<file path="config.mk">
export PLATFORM = sky130hd
export DESIGN_NAME = mem_copy_loader
export DESIGN_NICKNAME = d
export VERILOG_FILES = /design/src/rtl/mem_copy_loader.sv
export SDC_FILE = /design/constraint.sdc
export NUM_CORES = 1
export LEC_CHECK = 0
export ABC_AREA = 1
export CORE_UTILIZATION = 45
export DETAILED_ROUTE_END_ITERATION = 12
export PLACE_DENSITY = 0.65
export RECOVER_POWER = 50
export SKIP_LAST_GASP = 1
export SYNTH_ARGS = -nofsm -noshare
export SYNTH_HDL_FRONTEND = slang
export SYNTH_SLANG_ARGS = --single-unit
</file>
<file path="constraint.sdc">
create_clock -name clk_sys -period 21.5 [get_ports clk_sys]
set_input_delay 5.375 -clock clk_sys [delete_from_list [all_inputs] [get_ports clk_sys]]
set_output_delay 5.375 -clock clk_sys [all_outputs]
set_load 0.05 [all_outputs]
</file>
<file path="src/rtl/mem_copy_loader.sv">
// mem_copy_loader
// Host-side loader that sits directly upstream of the BK memory block. It turns
// the OSD/IO-controller byte stream into 16-bit mem_copy word accesses with
// timed strobes, and holds the CPU in reset while a transfer is active.
//   Physical mode: ioctl_addr is the raw SDRAM byte address.
//   Virtual mode (ioctl_index == VIRT_INDEX): a BK .bin image. Bytes 0-1 give
//   the load address A and bytes 2-3 the length L, both little-endian. Data
//   byte n lands at CPU address (A + n - 4) mod 2^16.
// Ports:
//   clk_sys, reset       clock, asynchronous active-high reset
//   ioctl_download/upload host transfer active (download has priority)
//   ioctl_index          image type, latched at transfer start
//   ioctl_wr/rd          one-cycle byte write strobe / byte read request
//   ioctl_addr           byte address / offset of the current byte
//   ioctl_dout/din       download byte / upload byte
//   ioctl_wait           host must stall; high while a word access is in flight
//   mem_copy             copy mode active (also drives cpu_reset)
//   mem_copy_virt        virtual addressing
//   mem_copy_addr        word-aligned byte address
//   mem_copy_din/dout    write data (little-endian) / read data
//   mem_copy_we/rd       write / read strobes
//   cpu_reset            hold CPU in reset
//   load_done            one-cycle pulse at the end of a download
//   overrun              sticky: a byte was lost; cleared at the next download
module mem_copy_loader #(
    parameter int         WE_CYCLES  = 8,
    parameter int         RD_CYCLES  = 8,
    parameter logic [7:0] VIRT_INDEX = 8'd1
) (
    input  logic        clk_sys,
    input  logic        reset,
    input  logic        ioctl_download,
    input  logic        ioctl_upload,
    input  logic [7:0]  ioctl_index,
    input  logic        ioctl_wr,
    input  logic        ioctl_rd,
    input  logic [24:0] ioctl_addr,
    input  logic [7:0]  ioctl_dout,
    output logic [7:0]  ioctl_din,
    output logic        ioctl_wait,
    output logic        mem_copy,
    output logic        mem_copy_virt,
    output logic [24:0] mem_copy_addr,
    output logic [15:0] mem_copy_din,
    input  logic [15:0] mem_copy_dout,
    output logic        mem_copy_we,
    output logic        mem_copy_rd,
    output logic        cpu_reset,
    output logic        load_done,
    output logic        overrun
);

    typedef enum logic [2:0] {IDLE, LOW, WRITE, READ, FLUSH, TAIL} state_t;

    // WRITE runs WE_CYCLES strobe cycles plus one low cycle; READ samples on its last cycle.
    localparam logic [7:0] WE_LAST = 8'(WE_CYCLES);
    localparam logic [7:0] RD_LAST = 8'(RD_CYCLES - 1);

    state_t      state, state_d;
    logic        active, dl_mode;
    logic [7:0]  cnt;
    logic [7:0]  lo_byte;
    logic [24:0] lo_addr;
    logic        skid_valid;
    logic [7:0]  skid_data;
    logic [24:0] skid_addr;
    logic [15:0] hdr_addr, hdr_len;
    logic        cache_valid;
    logic [23:0] cache_word;
    logic [15:0] cache_data;
    logic        rd_sel;

    // Byte decode: the skid byte always goes before a freshly arriving one.
    logic        proc_ok, up_ok, take_skid, take_in, take;
    logic [7:0]  b_data;
    logic [24:0] b_off, b_rel, b_tgt;
    logic [15:0] b_vaddr;
    logic        b_hdr, b_drop, b_hi, rd_req, cache_hit;

    assign mem_copy  = active;
    assign cpu_reset = active;

    always_comb begin
        proc_ok   = active && dl_mode && (state == IDLE || state == LOW);
        up_ok     = active && !dl_mode && (state == IDLE);
        take_skid = proc_ok && skid_valid;
        take_in   = proc_ok && !skid_valid && ioctl_wr;
        take      = take_skid || take_in;
        b_data    = take_skid ? skid_data : ioctl_dout;
        b_off     = take_skid ? skid_addr : ioctl_addr;
        b_rel     = b_off - 25'd4;
        // 16-bit add: the CPU address space wraps at 64 KiB.
        b_vaddr   = hdr_addr + b_rel[15:0];
        b_hdr     = mem_copy_virt && (b_off < 25'd4);
        b_drop    = mem_copy_virt && !b_hdr && (b_rel >= {9'd0, hdr_len});
        // Byte lane follows the target address, which differs from ioctl_addr when A is odd.
        b_tgt     = mem_copy_virt ? {9'd0, b_vaddr} : b_off;
        b_hi      = b_tgt[0];
        // A simultaneous ioctl_wr suppresses the read request.
        rd_req    = up_ok && ioctl_rd && !ioctl_wr;
        cache_hit = cache_valid && (cache_word == ioctl_addr[24:1]);
    end

    // NOTE: sequential state uses non-blocking assignments so every register
    // samples the pre-edge values of the others, independent of block order.
    always_ff @(posedge clk_sys or posedge reset) begin
        if (reset) state <= IDLE;
        else       state <= state_d;
    end

    // NOTE: every output of this block gets a default first; a path that left
    // one unassigned would infer a latch.
    always_comb begin
        state_d     = state;
        mem_copy_we = 1'b0;
        mem_copy_rd = 1'b0;
        ioctl_wait  = 1'b0;
        unique case (state)
            IDLE, LOW: begin
                if (proc_ok) begin
                    if (take) begin
                        if (!b_hdr && !b_drop) state_d = b_hi ? WRITE : LOW;
                    end else if (!ioctl_download) begin
                        // Download ended and the skid is empty: flush an unpaired low byte.
                        state_d = (state == LOW) ? FLUSH : TAIL;
                    end
                end else if (rd_req && !cache_hit) begin
                    state_d = READ;
                end
            end
            WRITE: begin
                mem_copy_we = (cnt < WE_LAST);
                ioctl_wait  = 1'b1;
                if (cnt == WE_LAST) state_d = IDLE;
            end
            READ: begin
                mem_copy_rd = 1'b1;
                ioctl_wait  = 1'b1;
                if (cnt == RD_LAST) state_d = IDLE;
            end
            FLUSH:   state_d = WRITE;
            TAIL:    if (cnt == 8'd1) state_d = IDLE;
            default: state_d = IDLE;
        endcase
    end

    always_ff @(posedge clk_sys or posedge reset) begin
        if (reset) begin
            active        <= 1'b0;
            dl_mode       <= 1'b0;
            mem_copy_virt <= 1'b0;
            cnt           <= '0;
            lo_byte       <= '0;
            lo_addr       <= '0;
            skid_valid    <= 1'b0;
            skid_data     <= '0;
            skid_addr     <= '0;
            hdr_addr      <= '0;
            hdr_len       <= '0;
            cache_valid   <= 1'b0;
            cache_word    <= '0;
            cache_data    <= '0;
            rd_sel        <= 1'b0;
            mem_copy_addr <= '0;
            mem_copy_din  <= '0;
            ioctl_din     <= '0;
            load_done     <= 1'b0;
            overrun       <= 1'b0;
        end else begin
            load_done <= 1'b0;
            cnt       <= (state_d != state) ? 8'd0 : cnt + 8'd1;

            // Level-triggered start: an upload raised during a download waits for IDLE.
            if (state == IDLE && !active) begin
                if (ioctl_download) begin
                    active        <= 1'b1;
                    dl_mode       <= 1'b1;
                    mem_copy_virt <= (ioctl_index == VIRT_INDEX);
                    overrun       <= 1'b0;
                    skid_valid    <= 1'b0;
                    hdr_addr      <= '0;
                    hdr_len       <= '0;
                end else if (ioctl_upload) begin
                    active        <= 1'b1;
                    dl_mode       <= 1'b0;
                    mem_copy_virt <= (ioctl_index == VIRT_INDEX);
                    cache_valid   <= 1'b0;
                end
            end

            if (take) begin
                if (b_hdr) begin
                    unique case (b_off[1:0])
                        2'd0: hdr_addr[7:0]  <= b_data;
                        2'd1: hdr_addr[15:8] <= b_data;
                        2'd2: hdr_len[7:0]   <= b_data;
                        2'd3: hdr_len[15:8]  <= b_data;
                    endcase
                end else if (!b_drop) begin
                    if (b_hi) begin
                        mem_copy_addr <= {b_tgt[24:1], 1'b0};
                        mem_copy_din  <= {b_data, (state == LOW) ? lo_byte : 8'h00};
                        cache_valid   <= 1'b0;
                    end else begin
                        lo_byte <= b_data;
                        lo_addr <= {b_tgt[24:1], 1'b0};
                    end
                end
            end

            // Skid: a byte that cannot be taken directly is parked in one slot; a
            // byte arriving while the slot stays occupied is lost.
            if (take_skid) skid_valid <= 1'b0;
            if (ioctl_wr && ioctl_download && active && dl_mode && !take_in) begin
                if (!skid_valid || take_skid) begin
                    skid_valid <= 1'b1;
                    skid_data  <= ioctl_dout;
                    skid_addr  <= ioctl_addr;
                end else begin
                    overrun <= 1'b1;
                end
            end

            if (state == FLUSH) begin
                mem_copy_addr <= lo_addr;
                mem_copy_din  <= {8'h00, lo_byte};
                cache_valid   <= 1'b0;
            end

            if (state == IDLE && state_d == READ) begin
                mem_copy_addr <= {ioctl_addr[24:1], 1'b0};
                rd_sel        <= ioctl_addr[0];
            end
            if (state == READ && cnt == RD_LAST) begin
                cache_valid <= 1'b1;
                cache_word  <= mem_copy_addr[24:1];
                cache_data  <= mem_copy_dout;
                ioctl_din   <= rd_sel ? mem_copy_dout[15:8] : mem_copy_dout[7:0];
            end
            if (rd_req && cache_hit) begin
                ioctl_din <= ioctl_addr[0] ? cache_data[15:8] : cache_data[7:0];
            end

            if (state == TAIL && state_d == IDLE) begin
                load_done <= 1'b1;
                active    <= 1'b0;
            end
            if (up_ok && !ioctl_upload) active <= 1'b0;
        end
    end

endmodule
</file>
# ---- Word-level counts from Yosys, hierarchy flattened
# Cells that the tools add are included.
dict set report op_classes {
  addsub 3
  n_lt_le_gt_ge 3
  div 0
  n_eq_ne 19
  multipliers 0
  n_reduce_logical 56
  n_bitwise 3
  mux 74
  shift 0
}
# op n
set op_table {}
lappend op_table {{$mux 16} 13}
lappend op_table {{$mux 25} 8}
lappend op_table {{$mux 8} 11}
lappend op_table {{$mux 1} 32}
lappend op_table {{$ge 25x16->1} 1}
lappend op_table {{$logic_and 1x1->1} 25}
lappend op_table {{$lt 25x3->1 const B} 1}
lappend op_table {{$sub 25x3->25 const B} 1}
lappend op_table {{$eq 24x24->1} 1}
lappend op_table {{$mux 3} 8}
lappend op_table {{$add 16x16->16} 1}
lappend op_table {{$eq 8x1->1 const B} 2}
lappend op_table {{$pmux 3 s5} 1}
lappend op_table {{$reduce_and 4->1} 3}
lappend op_table {{$eq 3x2->1 const B} 3}
lappend op_table {{$logic_not 1->1} 9}
lappend op_table {{$reduce_bool 3->1} 3}
lappend op_table {{$add 8x1->8 const B} 1}
lappend op_table {{$eq 8x3->1 const B} 1}
lappend op_table {{$eq 8x4->1 const B} 1}
lappend op_table {{$lt 8x4->1 const B} 1}
lappend op_table {{$reduce_bool 2->1} 4}
lappend op_table {{$eq 3x3->1 const B} 2}
lappend op_table {{$logic_not 3->1} 2}
lappend op_table {{13 further kinds} 23}
dict set report word_totals {
  rom_bits 0
  inputBits 63
  latch_bits 0
  regBits 205
  mem_count 0
  output_inout_bits 57
  mem_bits_rw 0
}

# ---- Depth between registers and ports, before layout
dict set report logic_depth {
  ltp_word 20
  ltp_mapped 33
  depth_no_buf 31
}

# ---- Least setup slack after synthesis
# OpenSTA, ideal clock, no wires.
dict set report synth_timing {
  path_type {input -> register}
  start {in ioctl_addr[2]}
  end {reg lo_addr[13]}
  setup_ns 0.126
  arrival_ns 8.204
  n_path_buf 2
  required_time_ns 21.374
  setup_slack_ns 13.170
  stages 25
  cell_sequence {inv_1 > nand2_1 > nand2_1 > ha_1 > nand2_2 > nor3_2 > xor2_1 > ha_1 > a21o_1 > nor2_1 > nand3_1 > nand2_1 > nand2_1 > nand2_1 > nand2_1 > nand2_1 > nand3_1 > nor2_1 > nand3_1 > o21bai_2 > nand2_1 > buf_4 > inv_4 > buf_2 > o21ai_0}
}
dict set report synth_via {
  elab_chain_len 8
}
# element line_no
set synth_lines {}
lappend synth_lines {{start: declaration} 37} ;# input logic [24:0] ioctl_addr,
lappend synth_lines {{$mux 25 *} 90} ;# b_off = take_skid ? skid_addr : ioctl_addr;
lappend synth_lines {{branches (longest 7 deep; another with $sub 25x3->25)} --}
lappend synth_lines {{end signal: assignment} 206} ;# lo_addr <= {b_tgt[24:1], 1'b0};
lappend synth_lines {{end: declaration} 63} ;# logic [24:0] lo_addr;
# Mark *: on every way between the ends.
# A chain may end at the register's enable or synchronous reset.

==> reports/metrics.csv <==
stage;metric;value;unit
setup_path;reg2reg_to;mem_copy_addr[14]$_DFFE_PP0P_;
logic_synthesis;synthAdderAreaFrac;3.81;%
timing;rsz0062_at_grt;no;
setup_path;setup.worst_path.class;in2async;
outcome;violations;design-rule violations, max-capacitance violations, max-slew violations;
logic_synthesis;synth_common_cells;nand2_1, dfrtp_1, inv_1;
route;vias;10973;
placed_design;pre_cts_slack;11.28;ns
grt;antenna_found_initial;0;
logic_synthesis;ys.flop_type;dfrtp_1;
clocking;cts_hold_buffers;0;
timing;setup_viol;0;
timing;clock_skew;0.0126;ns
grt;grt_max_degree;147;
setup_path;required;20.92;ns
outcome;status;finished with violations;
logic_synthesis;synth_seq_cells;204;
setup_path;crit_slowest_cell;clkinvlp_2;
clocking;cts_tree;yes;
timing;fin_tns_setup;0;ns
logic_synthesis;ys_async_sr_fraction;100;%
layout;drive_above_1_share;6.47;%
clocking;clkTransAtPathRegs;0.06;ns
clocking;clk_latency;0.55;ns
setup_path;r2r_cells;27;
job;maxCapViolCount;3;
power_and_ir_drop;p_total;1650;uW
logic_synthesis;yosysWarnings;0;
route;viasPerCell;5.39;
floorplan;initial_core_util;46.0;%
layout;multi_input_area;0.00584;sq mm
layout;n_antenna_cell;0;
setup_path;crit_family;buffers and inverters;
layout;nets;1783;
route;antenna_left;0;
grt;gr-total-overflow;0;
timing;slew_headroom;-345;%
floorplan;core;0.0261;sq mm
setup_path;reg2reg_from;cpu_reset$_DFFE_PP0P_;
min_path;hold_path_end;cache_data[1]$_DFFE_PP0P_;
logic_synthesis;yosys.cell_types.count;55;
power_and_ir_drop;vdd.ir_drop.worst;0.000130;V
timing;fmax;96.8;MHz
clocking;h-tree-depth;1;
setup_path;path_cells;dlygate4sd3_1 > clkinvlp_2;
grt;grt_util_all_layers;26.9;%
grt;grt_pass1_vias;10468;
logic_synthesis;synth_seq_area_share;42.5;%
floorplan;ios;120;
clocking;cts_buffers;25;
timing;tightest_slew;6.64;ns
timing;slew_viol_final;278;
floorplan;rows;59;
logic_synthesis;ys_top_cells_by_area;dfrtp_1, nand2_1, o21ai_0;
min_path;min_from;cache_data[1]$_DFFE_PP0P_;
setup_path;arrival;9.74;ns
clocking;cts_resized;0;
logic_synthesis;synth_top_family_by_area;simple AND/OR/NAND/NOR gates;
timing;setup_slack;11.17;ns
setup_path;cpPeakStageDelay;3.64;ns
logic_synthesis;yosysTopAreaCell;dfrtp_1;
grt;grt_pass1_wl;56.6;mm
timing;hold_violations;0;
clocking;cts_setup_buffers;0;
setup_path;cp-startpoint;reset;
logic_synthesis;synth_mux_area_share;1.00;%
timing;min_period;10.33;ns
logic_synthesis;synthCells;1598;
route;first_pass_iters;9;
floorplan;dieArea;0.0274;sq mm
min_path;hold_class;reg2reg;
setup_path;critPathCaptureType;async pin;
logic_synthesis;syn_nets;1697;
placed_design;gp_congestion;0.917;
power_and_ir_drop;powerDensity;116;mW/mm^2
clocking;cts-root-buf;clkbuf_16;
logic_synthesis;synth_edf_count;0;
min_path;worstHoldPathCells;2;
route;drcViolationCount;4;
clocking;clk_path_buf_depth;3;
logic_synthesis;synthXorXnorAreaFrac;2.26;%
setup_path;cp_max_fo;146;
layout;seq_area;0.00510;sq mm
logic_synthesis;synth-compound-area-share;13.8;%
setup_path;critPathLaunchType;input pin;
layout;fill_cells;2602;
timing;min_period_over_period;48.0;%
placed_design;hpwlAfterDp;26.2;mm
route;wl_per_cell;17.6;microns
route;drt_wl_total;35.8;mm
clocking;cts.sinks;204;
floorplan;fp.dieH;165;microns
route;drtIter0Drc;907;
logic_synthesis;netlist.area_leader.share;42.5;%
logic_synthesis;synth_most_common_cell;nand2_1;
floorplan;die_w;165;microns
placed_design;portBuffers;118;
layout;synthToLayoutAreaGrowth;17.8;%
setup_path;rrSetupSlack;15.45;ns
power_and_ir_drop;p_leak;0.00681;uW
logic_synthesis;syn_area;0.0120;sq mm
logic_synthesis;synth_area_per_cell;7.52;sq um
logic_synthesis;yosys.area_share.simple;27.7;%
setup_path;critPathBufInv;2;
==> power by group <==
part           internal, uW  switching, uW  total, uW
Clock                   252            175        427
Sequential              487           65.1        552
Combinational           201            465        666
==> worst register-to-register path, stage by stage (launching register included) <==
cell      delay [ns]
dfrtp_1         0.44
nand2_2         0.15
clkinv_2        0.29
nand3_4         0.34
buf_4           0.46
inv_1           0.43
o21ai_1         0.62
inv_1           0.26
ha_1            0.34
nand2_1         0.10
nor2_1          0.05
nand3b_1        0.07
nand3_1         0.07
nand2_1         0.06
nand2_1         0.04
nand2_1         0.05
nand2_1         0.04
nand2_1         0.07
nand3_1         0.07
nor2_1          0.11
nand3_1         0.09
o21bai_2        0.18
nand2_4         0.20
nand2_2         0.60
nor2_4          0.13
inv_2           0.41
o211ai_1        0.17
o21ai_1         0.12
==> through the flow <==
| step | util [%] | cell area, sq um | hold WS (ns) | instances |
|---|---|---|---|---|
| floorplan | - | 12000 | 0.446 | 1598 |
| global placement | 51.1 | 13300 | 0.462 | 1992 |
| detailed placement | 51.1 | 13300 | 0.464 | 1992 |
| CTS | 54.2 | 14200 | 0.480 | 2036 |
| global route | 54.2 | 14200 | 0.498 | 2036 |
| finish | 54.2 | 14200 | 0.476 | 2036 |
==> layer usage <==
metal	global-route usage [%]	up-vias	wire length (microns)	share of wire, %
met4	7.23	0	842	2.4
met1	37.5	5188	16300	45
met5	0	-	0	0
met2	44.2	324	16700	47
li1	-	5406	-	-
met3	3.20	55	1950	5.4
==> logic make-up after synthesis <==
kind of cell               count (synthesis)
and+or+nand+nor                          761
other                                      1
DFF                                      204
muxes                                     11
xor gates and xnor gates                  31
buffers and inverters                    261
adders and majority gates                 36
AOI/OAI and AO/OA                        293
==> worst max path at each step <==
stage	to	slack [ns]	cells past startpoint
final	cache_word[5]$_DFFE_PP0P_	11.17	2
after global routing	lo_addr[11]$_DFFE_PP0P_	10.03	2
after CTS	mem_copy_addr[14]$_DFFE_PP0P_	11.83	28
after detailed placement	mem_copy_addr[14]$_DFFE_PP0P_	11.28	28
after global placement	mem_copy_addr[14]$_DFFE_PP0P_	11.41	28
after floorplan	cache_data[0]$_DFFE_PP0P_	10.56	1
==> cell usage in the layout (no fill, tap or decap), drive strengths merged, types with 2 or more instances in the layout <==
cell type | netlist | final
a21o | 2 | 2
a21oi | 27 | 27
a221oi | 2 | 2
a22oi | 13 | 13
a31oi | 5 | 5
buf | 31 | 5
bufinv | 0 | 2
clkbuf | 34 | 35
clkdlybuf4s50 | 0 | 82
clkinv | 4 | 7
clkinvlp | 0 | 2
dfrtp | 204 | 204
dlygate4sd3 | 0 | 36
ha | 35 | 35
inv | 192 | 195
mux2 | 8 | 8
mux2i | 3 | 3
nand2 | 463 | 463
nand3 | 119 | 119
nand3b | 4 | 4
nand4 | 29 | 29
nor2 | 109 | 109
nor3 | 17 | 17
nor3b | 2 | 2
nor4 | 8 | 8
o2111ai | 2 | 2
o211ai | 16 | 16
o21ai | 202 | 202
o221ai | 8 | 8
o22ai | 4 | 4
o311ai | 2 | 2
o31ai | 5 | 5
or2 | 9 | 9
xnor2 | 8 | 8
xor2 | 23 | 23
==> final cells by class <==
type	instances	share of cell area [%]
Clock inverter	10	0.981
Inverter	196	5.23
Multi-Input combinational cell	1133	41.3
Timing Repair Buffer	124	8.63
Clock buffer	34	4.87
Sequential cell	204	36.1
Tap cell	335	2.96
==> state kept, by name, indices dropped and copies added (netlist names) <==
name           flops
state              3
overrun            1
cpu_reset          1
mem_copy_virt      1
lo_byte            8
cache_data        16
hdr_len           16
lo_addr           24
skid_data          8
skid_addr         25
load_done          1
ioctl_din          8
cache_valid        1
rd_sel             1
mem_copy_addr     24
hdr_addr          16
cnt                8
dl_mode            1
skid_valid         1
mem_copy_din      16
cache_word        24
Note: power is estimated with default switching activity, not from simulation.
